File: src/rtl/seq_det_pkg.sv
// seq_det_pkg: default sizing, lane config type and length clamp for the multi-pattern detector
package seq_det_pkg;
  localparam int PAT_W = 8;
  localparam int N_PAT = 4;
  localparam int LEN_W = $clog2(PAT_W + 1);
  localparam int IDX_W = (N_PAT > 1) ? $clog2(N_PAT) : 1;
  typedef struct packed {
    logic [PAT_W-1:0] pat;
    logic [LEN_W-1:0] len;
  } lane_cfg_t;
  function automatic int clamp_len(int len, int pat_w);
    return (len > pat_w) ? pat_w : len;
  endfunction
endpackage

File: src/rtl/seq_det_lane.sv
// seq_det_lane: one pattern lane with its config, fill count, compare, hit flag and saturating counter
module seq_det_lane #(
  parameter int PAT_W = 8,
  parameter int LEN_W = 4,
  parameter int CNT_W = 8
) (
  input  logic             clk,
  input  logic             reset,
  input  logic             clear,
  input  logic             sample,
  input  logic             overlap,
  input  logic             we,
  input  logic [PAT_W-1:0] hist,
  input  logic [PAT_W-1:0] pat_in,
  input  logic [LEN_W-1:0] len_in,
  output logic             flag,
  output logic [CNT_W-1:0] cnt
);
  logic [PAT_W-1:0] pat, mask;
  logic [LEN_W-1:0] len, fill;
  logic hit;
  assign mask = (len == '0) ? '0 : {PAT_W{1'b1}} >> (PAT_W - int'(len));
  // fill >= len-1 means this bit completes len fresh bits; avoids overflow of fill+1
  assign hit = sample && !we && len != '0 && fill >= len - 1'b1 && ((hist ^ pat) & mask) == '0;
  always_ff @(posedge clk or negedge reset)
    if (!reset) begin
      pat <= '0;
      len <= '0;
      fill <= '0;
      flag <= 1'b0;
      cnt <= '0;
    end else if (clear) begin
      fill <= '0;
      flag <= 1'b0;
      cnt <= '0;
    end else if (we) begin
      pat <= pat_in;
      len <= len_in;
      fill <= '0;
      flag <= 1'b0;
      cnt <= '0;
    end else begin
      flag <= hit;
      if (sample) fill <= (hit && !overlap) ? '0 : (fill == LEN_W'(PAT_W)) ? fill : fill + 1'b1;
      if (hit && !(&cnt)) cnt <= cnt + 1'b1;
    end
endmodule

File: src/rtl/seq_detector_multi.sv
// seq_detector_multi: serial stream matched against N_PAT programmable patterns with per-lane pulses and counters
module seq_detector_multi #(
  parameter int PAT_W = seq_det_pkg::PAT_W,
  parameter int N_PAT = seq_det_pkg::N_PAT,
  parameter int CNT_W = 8,
  localparam int LEN_W = $clog2(PAT_W + 1),
  localparam int IDX_W = (N_PAT > 1) ? $clog2(N_PAT) : 1
) (
  input  logic                   clk,
  input  logic                   reset,
  input  logic                   in_valid,
  input  logic                   in,
  input  logic                   clear,
  input  logic                   mode_overlap,
  input  logic                   cfg_we,
  input  logic [IDX_W-1:0]       cfg_idx,
  input  logic [PAT_W-1:0]       cfg_pat,
  input  logic [LEN_W-1:0]       cfg_len,
  output logic [N_PAT-1:0]       flag,
  output logic                   match_any,
  output logic [N_PAT*CNT_W-1:0] hit_cnt
);
  logic [PAT_W-1:0] hist, hist_next;
  logic [LEN_W-1:0] len_in;
  logic sample;
  assign hist_next = PAT_W'({hist, in});
  assign sample = in_valid && !clear;
  assign len_in = LEN_W'(seq_det_pkg::clamp_len(int'(cfg_len), PAT_W));
  always_ff @(posedge clk or negedge reset)
    if (!reset) hist <= '0;
    else if (clear) hist <= '0;
    else if (sample) hist <= hist_next;
  // an index with no matching lane simply selects nothing, so out-of-range writes drop out
  for (genvar k = 0; k < N_PAT; k++) begin : g_lane
    seq_det_lane #(.PAT_W(PAT_W), .LEN_W(LEN_W), .CNT_W(CNT_W)) u_lane (
      .clk(clk),
      .reset(reset),
      .clear(clear),
      .sample(sample),
      .overlap(mode_overlap),
      .we(cfg_we && !clear && cfg_idx == IDX_W'(k)),
      .hist(hist_next),
      .pat_in(cfg_pat),
      .len_in(len_in),
      .flag(flag[k]),
      .cnt(hit_cnt[k*CNT_W +: CNT_W])
    );
  end
  assign match_any = |flag;
endmodule

File: config.mk
export PLATFORM = sky130hd
export DESIGN_NAME = seq_detector_multi
export DESIGN_NICKNAME = d
export VERILOG_FILES = /design/src/rtl/seq_det_pkg.sv /design/src/rtl/seq_det_lane.sv /design/src/rtl/seq_detector_multi.sv
export SDC_FILE = /design/constraint.sdc
export NUM_CORES = 1
export LEC_CHECK = 0
export CAP_MARGIN = 20
export CORE_UTILIZATION = 58
export DETAILED_ROUTE_END_ITERATION = 10
export MAX_ROUTING_LAYER = met4
export PLACE_DENSITY = 0.87
export SYNTH_ARGS = -nofsm -noshare
export SYNTH_HDL_FRONTEND = slang
export SYNTH_HIERARCHICAL = 1
export SYNTH_SLANG_ARGS = --single-unit
File: constraint.sdc
create_clock -name clk -period 3.5 [get_ports clk]
set_input_delay 0.525 -clock clk [delete_from_list [all_inputs] [get_ports clk]]
set_output_delay 0.525 -clock clk [all_outputs]
set_load 0.005 [all_outputs]
* Yosys cells after proc, flatten, opt, wreduce, memory -nomap -nowiden *
Cells that the tools add are included.

storage, ports and cells
  bits in registers = 107
  output and inout bits = 37
  word-level logic and storage cells = 188

cells by class
  add/sub/neg operators = 16
  magnitude comparators = 5
  eq/ne operators = 11
  shifts and indexed selects = 4
  muxes and demuxes = 47
  bitwise operators = 9
  reduce and logical (&&, ||, !) cells = 75

operators by type and width
  kind                                                   count
  two-way mux 8 bit                                      16
  right shift 8 x 32 -> 8 bit, first input constant      4
  two-way mux 4 bit                                      21
  adder 8 x 1 -> 8 bit, second input constant            4
  AND 8 bit                                              4
  zero test 8 bit                                        4
  AND reduction 8 bit                                    4
  bitwise XOR 8 bit                                      4
  logical AND 1 bit                                      30
  nonzero test 3 bit                                     8
  subtractor 4 x 4 -> 5 bit, first input constant        4
  adder 4 x 1 -> 4 bit, second input constant            4
  == test 4 bit, second input constant                   4
  >= comparator 4 bit                                    4
  zero test 4 bit                                        4
  inequality test 4 x 2 -> 1 bit, second input constant  4
  AND reduction 2 bit                                    8
  nonzero test 4 bit                                     4
  subtractor 4 x 1 -> 4 bit, second input constant       4
  two-way mux 7 bit                                      2
  zero test 1 bit                                        10
  two-way mux 1 bit                                      8
  == test 2 bit, second input constant                   2
  greater-than comparator 4 bit, second input constant   1
  other kinds (5)                                        5

* Longest topological paths before layout *
  depth in word-level cells = 13
  mapped depth = 12
  gate-level depth less buffers = 11

* By module *
Netlist, hierarchy kept.

modules (own cells, without submodules)
  module              times used  cells an instance  area each (um^2)
  seq_det_lane        4           158                1529.0
  seq_detector_multi  1           33                 365.4

* Least setup slack after synthesis *
OpenSTA, ideal clock, no wires.

  kind = reg-to-reg
  start = reg g_lane[0].u_lane.len[0]
  end = reg g_lane[0].u_lane.cnt[6]
  setup time = 0.078 ns
  data arrival time = 2.608 ns
  required time = 3.422 ns
  path slack = 0.814 ns
  cell stages (with the launch flop) = 13
  clock period less this slack = 2.686 ns
  path through = dfrtp_1 > inv_1 > ha_1 > xor2_1 > inv_1 > ha_1 > o21ai_0 > o21bai_1 > o311ai_2 > or2_1 > buf_6 > or4_1 > a21oi_1

between the ends
  cells in the longest elaborated chain, start to end = 8
  elaborated cells on any way between the ends = 14
  classes of those cells = add/sub: 2; order compare: 1; shift: 1; mux: 1; bitwise: 1; reduce/logical: 8

ends and longest elaborated chain
  element                                RTL line            RTL
  from (decl)                            seq_det_lane.sv:20  logic [LEN_W-1:0] len, fill;
  from (signal assigned)                 seq_det_lane.sv:38  len <= len_in;
  subtractor 4 x 4 -> 5 bit              seq_det_lane.sv:22  assign mask = (len == '0) ? '0 : {PAT_W{1'b1}} >> (PAT_W - int'(len));
  right shift 8 x 32 -> 8 bit            seq_det_lane.sv:22
  two-way mux 8 bit                      seq_det_lane.sv:22
  AND 8 bit                              seq_det_lane.sv:24  assign hit = sample && !we && len != '0 && fill >= len - 1'b1 && ((hist ^ pat) & mask) == '0;
  zero test 8 bit                        seq_det_lane.sv:24
  logical AND 1 bit *                    seq_det_lane.sv:24
  logical AND 1 bit *                    seq_det_lane.sv:45  if (hit && !(&cnt)) cnt <= cnt + 1'b1;
  nonzero test 3 bit (no source line) *  --
  to (signal assigned)                   seq_det_lane.sv:45
  to (decl)                              seq_det_lane.sv:17  output logic [CNT_W-1:0] cnt

Every way passes the cells marked *; elsewhere a longest branch is shown, timed or not.
A chain may end at the register's enable or synchronous reset.

* Worst setup path in the final report *
  start = reg g_lane[1].u_lane.len[0]
  end = reg g_lane[1].u_lane.cnt[6]

between the ends
  cells in the longest elaborated chain, start to end = 8
  elaborated cells on any way between the ends = 14
  classes of those cells = add/sub: 2; order compare: 1; shift: 1; mux: 1; bitwise: 1; reduce/logical: 8

ends and longest elaborated chain
  element                                RTL line
  from (decl)                            seq_det_lane.sv:20
  from (signal assigned)                 seq_det_lane.sv:38
  subtractor 4 x 4 -> 5 bit              seq_det_lane.sv:22
  right shift 8 x 32 -> 8 bit            seq_det_lane.sv:22
  two-way mux 8 bit                      seq_det_lane.sv:22
  AND 8 bit                              seq_det_lane.sv:24
  zero test 8 bit                        seq_det_lane.sv:24
  logical AND 1 bit *                    seq_det_lane.sv:24
  logical AND 1 bit *                    seq_det_lane.sv:45
  nonzero test 3 bit (no source line) *  --
  to (signal assigned)                   seq_det_lane.sv:45
  to (decl)                              seq_det_lane.sv:17

Marked as above.

==> out/results.tsv <==
metric	value	unit
status	finished, final reports clean	
nFillCells	845	
finClkSkew	0.0174	ns
worst_slew_pin_slew	1.00	ns
rsz0062_at_grt	no	
portBuffers	57	
antenna_found_initial	0	
postCtsSetupBuffers	0	
slowest_stage	or4_1	
postCtsHoldBufs	0	
cp_data_required_time	3.82	ns
coreArea	10800	µm²
layout_worst_path_cycle_share	0.877	
start_kind	flip-flop	
routed_wl	15.4	mm
ys_ff_latch	107	
ios	58	
cts_tree	built	
path_clk_slew	0.09	ns
synth_cells	665	
max-slew-margin-rel	0.331	
wl_per_cell	17.8	µm
leakagePower	0.00316	µW
postSynthAreaPerCell	9.75	µm²
drv_cap	0	
end_kind	flip-flop	
first_iter_violations	414	
fin_area	7350	µm²
ant_nets	0	
antenna_cells	0	
post-place-ws	0.253	ns
clk_path_buf_depth	2	
cellPowerDensity	452	nW/µm²
place.gp.congestion	0.847	
grt_start_max_net_pins	79	
async_flop_share	1.00	
dp_hpwl	11.3	mm
clockRootBuffer	clkbuf_8	
htreeDepth	3	
post_route_cells_drive_above_1_share	0.122	
synth_nets	718	
placed_area	7160	µm²
fp.dieArea	11600	µm²
drc	0	
drtPass1Iterations	5	
cp.arrival	3.39	ns
crit_type	flip-flop to flip-flop	
die_x	108	µm
reg2reg_from	g_lane[1].u_lane/len[0]	
clock-sinks	107	
crit_start	g_lane[1].u_lane/len[0]	
first_global_vias	5229	
viasPerCell	6.15	
setup-violations-final	0	
area_growth	13.3	%
synth_flop_cell	dfrtp_1	
num_rows	38	
final-max-slew-violation-count	0	
nets	773	
setup_ws	0.429	ns
globalRouteTotalUtil	0.295	
ir_drop	0.355	mV
synth_area	6480	µm²
hp-class	primary input to asynchronous set/reset pin	
synth_warnings	6	
synth-edff-count	0	
setup-tns-final	0	ns
post_synth_num_cell_types	44	
timing.final.crit_period	3.07	ns
cts_resized	0	
crit_chain	inv_1 > ha_1 > xor2_1 > inv_1 > ha_1 > o21ai_0 > o21bai_1 > o311ai_2 > or2_1 > or4_1 > a21oi_1	
max_freq	326	MHz
clk_latency	0.40	ns
final_util	0.678	
p_total	3320	µW
num_vias	5307	
cp_max_fo	10	
finalHoldViolCount	0	
start_util	0.598	
grt_pass1_wl	25.6	mm
ys_seq_area_frac	0.413	
die_h	108	µm
overflow	0	
cts_buffers	9	
slowest_delay	0.53	ns
==> layout make-up <==
class | count | area [µm²] | share of cell area
Clock buffer | 12 | 145 | 0.0198
Clock inverter | 2 | 37.5 | 0.00511
Inverter | 36 | 135 | 0.0184
Multi-Input combinational cell | 499 | 3530 | 0.481
Sequential cell | 107 | 2680 | 0.365
Tap cell | 140 | 175 | 0.0238
Timing Repair Buffer | 67 | 643 | 0.0875
==> worst paths after layout <==
check,endpoint,slack (ns),cells past startpoint
setup / recovery,g_lane[1].u_lane/cnt[6],0.43,11
hold reg to reg,g_lane[0].u_lane/pat[5],0.54,1
hold / removal,g_lane[3].u_lane/cnt[7],0.25,1
max in group asynchronous,g_lane[2].u_lane/cnt[6],2.38,2
setup reg to reg,g_lane[1].u_lane/cnt[6],0.43,11
min in group clk,g_lane[0].u_lane/pat[5],0.54,1
==> cell usage in the layout (no fill, tap or decap), types with 8 or more instances in the layout <==
master / instances
nand4_1: 8
a31o_2: 8
dfrtp_1: 107
nand2b_1: 20
or4_1: 9
nand2_1: 44
and2_1: 8
o22ai_1: 12
buf_4: 11
xor2_1: 24
xnor2_1: 32
ha_1: 32
nor2_1: 43
nor4_1: 8
clkbuf_8: 10
clkdlybuf4s50_1: 56
nand3_1: 20
o21ai_0: 44
inv_1: 36
nor3b_1: 12
mux2i_1: 11
nor3_1: 16
mux2_2: 36
a21oi_1: 32
nor2b_1: 16
==> critical path: cells and delay by family, from the launching register on <==
family | cells | cell delay, ns
AND/OR/NAND/NOR | 2 | 0.88
AO/OA/AOI/OAI | 4 | 0.61
adder cells (fa/ha/maj) | 2 | 0.57
flip-flops | 1 | 0.42
XOR/XNOR | 1 | 0.30
buffers and inverters | 2 | 0.24
==> report_power, final <==
part	internal [µW]	total (µW)	switching, µW
sequential	1370	1520	146
combinational	466	1050	579
clock	344	758	415
==> per-layer routing <==
metal | track usage | wire length, µm
met3 | 0.0623 | 837
met2 | 0.471 | 7660
met4 | 0.0988 | 271
met5 | - | 0
met1 | 0.375 | 6610
==> through the flow <==
stage / hold WS, ns / cells
after floorplan: 0.229 / 665
after global placement: 0.510 / 849
after detailed placement: 0.519 / 849
after CTS: 0.324 / 863
after global routing: 0.324 / 863
final: 0.250 / 863
==> sequential cells by signal, summed over array words and instances (netlist names) <==
signal              flops
hist                    7
g_lane.u_lane/flag      4
g_lane.u_lane/cnt      32
g_lane.u_lane/pat      32
g_lane.u_lane/fill     16
g_lane.u_lane/len      16
==> cell families after synthesis <==
logic type / Yosys count / share of synthesized area
compound gates: 136 / 0.139
flops: 107 / 0.413
simple gates: 228 / 0.189
buf+inv: 59 / 0.0419
fa+ha+maj: 32 / 0.0618
xor+xnor: 56 / 0.0757
mux: 47 / 0.0795
==> synthesized netlist by cell type, drive strengths merged, types with 8 or more instances <==
library cell	number	area share
a21oi	32	0.025
a31o	8	0.011
and2	8	0.0077
buf	10	0.014
clkbuf	13	0.0075
dfrtp	107	0.41
ha	32	0.062
inv	36	0.021
mux2	36	0.063
mux2i	11	0.017
nand2	44	0.025
nand2b	20	0.019
nand3	20	0.015
nand4	8	0.0077
nor2	43	0.025
nor2b	16	0.015
nor3	16	0.012
nor3b	12	0.014
nor4	8	0.0077
o211ai	8	0.012
o21ai	44	0.034
o22ai	12	0.012
or2	8	0.0077
or4	9	0.010
xnor2	32	0.043
xor2	24	0.032
No activity file was read; power rests on OpenSTA's default activity.
==> patch, RTL diff (same flow settings) <==
Reset style: synchronous (`reset`), changed in 2 clocked blocks.
--- a/src/rtl/seq_det_lane.sv
+++ b/src/rtl/seq_det_lane.sv
@@ -22,7 +22,7 @@
   assign mask = (len == '0) ? '0 : {PAT_W{1'b1}} >> (PAT_W - int'(len));
   // fill >= len-1 means this bit completes len fresh bits; avoids overflow of fill+1
   assign hit = sample && !we && len != '0 && fill >= len - 1'b1 && ((hist ^ pat) & mask) == '0;
-  always_ff @(posedge clk or negedge reset)
+  always_ff @(posedge clk)
     if (!reset) begin
       pat <= '0;
       len <= '0;
--- a/src/rtl/seq_detector_multi.sv
+++ b/src/rtl/seq_detector_multi.sv
@@ -26,7 +26,7 @@
   assign hist_next = PAT_W'({hist, in});
   assign sample = in_valid && !clear;
   assign len_in = LEN_W'(seq_det_pkg::clamp_len(int'(cfg_len), PAT_W));
-  always_ff @(posedge clk or negedge reset)
+  always_ff @(posedge clk)
     if (!reset) hist <= '0;
     else if (clear) hist <= '0;
     else if (sample) hist <= hist_next;
Function: differs if reset is asserted again (counterexample within 4 cycles, from zero or initial values and one cycle with reset low); with reset held inactive, the same outputs for 4 cycles.
==> patch against the unedited design <==
Clock skew decreased by 0.0012 ns; design area is 4.1% lower; sequential cell count did not move; area after synthesis decreased by 4.6%; worst setup slack improved by 0.28 ns; routed wire length is 0.65% lower; largest cell class unchanged.
Power is not compared: it rests on default switching activity, and its combinational part moved more than twofold at a synthesized area within 25%.
==> patch: results (changes against the unedited design) <==
----------------------------------------------------
[Timing]
  Layout Skew ... 0.0162 ns (-0.00120 ns)
  Min Hold Slack ... 0.484 ns (+0.233 ns)
  Final cycle utilization of the critical path ... 79.8% (-8.0 points)

[Finish]
  Area taken by flip-flops and latches ... 0.00214 mm2 (-20%)
  Post-route insts no fill ... 906 (+5.0%)
  Post-layout nets ... 818 (+5.8%)
  Filler cell count ... 792 (-6.3%)

[Place]
  Dpl cells ... 889 (+4.7%)
  Post-DP Area ... 0.00686 mm2 (-4.3%)
  Total half-perimeter wirelength after legalization and detailed placement ... 10900 um (-3.8%)

[Critical path]
  Destination of the worst register-to-register timing path ... g_lane[3].u_lane/fill[3]
  Worst EP arrival ... 3.08 ns (-0.31 ns)
  Critical Path Max Stage Delay ... 0.46 ns (-0.07 ns)
  Cell family with the largest share of critical-path delay ... compound AO/OA/AOI/OAI gates
  Cell at the slowest stage of the critical path ... sky130_fd_sc_hd__dfxtp_1
  Reg2reg setup slack ... 0.71 ns (+0.28 ns)
  Number of cell instances on the worst register-to-register path ... 9 (-2)
  Highest fanout seen on the critical path ... 9 (-1)

[Global routing]
  GRT Total Usage ... 29.4% (-0.14 points)
  GR met3 Demand/Resource ... 5.13% (-1.1 points)
  First-pass GRT wire length ... 25300 um (-1.1%)
  Maximum number of pins on one net before global-route repair ... 35 (-56%)
  Vias in the first global route ... 5293 (+1.2%)

[Yosys]
  Area fraction in compound gates after synthesis ... 19.8% (+5.9 points)
  Fraction of the mapped netlist area in adder cells ... 6.48% (+0.30 points)
  Sequential fraction of the synthesis area ... 34.7% (-6.7 points)
  Xor-xnor portion of the synthesized cell area ... 7.29% (-0.28 points)
  Most used flip-flop cell after synthesis ... sky130_fd_sc_hd__dfxtp_1
  Proportion of synthesized area in mux cells ... 2.43% (-5.5 points)
  Library cell with the highest instance count after synthesis ... sky130_fd_sc_hd__nand2_1
  Post-synthesis net count ... 762 (+6.1%)

[Worst hold path]
  Min-Delay Path Class ... reg2reg

[Detailed routing]
  Sum of routed wire length over all layers ... 15300 um (-0.65%)
  Vias post-DR ... 5579 (+5.1%)

[Status]
  Status ... complete, no violations

----------------------------------------------------
[patch: cell count changes in the layout (fill, tap and decap cells not counted), sizes merged, moves of 24 or more]
cell    before  now
a21boi       0   48
dfrtp      107    0
dfxtp        0  107
mux2        36    0
nand2       44  116
nor2        43   19
nor3        16   40
o21ai       44    8
o31ai        4   28
[patch: worst max path at each step]
| stage | endpoint | start | depth (start not counted) |
|---|---|---|---|
| after global routing | g_lane[3].u_lane/fill[2] | g_lane[3].u_lane/len[0] | 7 |
| after detailed placement | g_lane[0].u_lane/fill[1] | clear | 7 |
| after global placement | g_lane[2].u_lane/fill[3] | clear | 7 |
| final | g_lane[3].u_lane/fill[3] | g_lane[3].u_lane/len[0] | 9 |
| after floorplan | g_lane[0].u_lane/cnt[7] | in_valid | 7 |
| after CTS | g_lane[0].u_lane/cnt[2] | g_lane[0].u_lane/len[0] | 8 |
[patch: kinds of logic after synthesis]
group | after synthesis
mux | 15
buf+inv | 50
simple gates | 293
compound gates | 164
flops | 107
fa+ha+maj | 32
xor+xnor | 48
[patch: metal layers]
layer | vias up | share of wire [%]
met4 | 0 | 2.4
li1 | 2675 | -
met5 | - | 0
met3 | 32 | 6.1
met2 | 188 | 47
met1 | 2684 | 44
[patch: tightest hold or removal path, stage by stage (launching register included)]
cell	delay [ns]
sky130_fd_sc_hd__dfxtp_1	0.33
sky130_fd_sc_hd__nand2_1	0.05
sky130_fd_sc_hd__a21boi_0	0.06
[patch: area by class of cell]
cell class | count | area share (%)
Timing Repair Buffer | 67 | 9.16
Sequential cell | 107 | 30.4
Multi-Input combinational cell | 552 | 54.0
Clock inverter | 5 | 0.551
Tap cell | 136 | 2.42
Inverter | 28 | 1.49
Clock buffer | 11 | 2.01
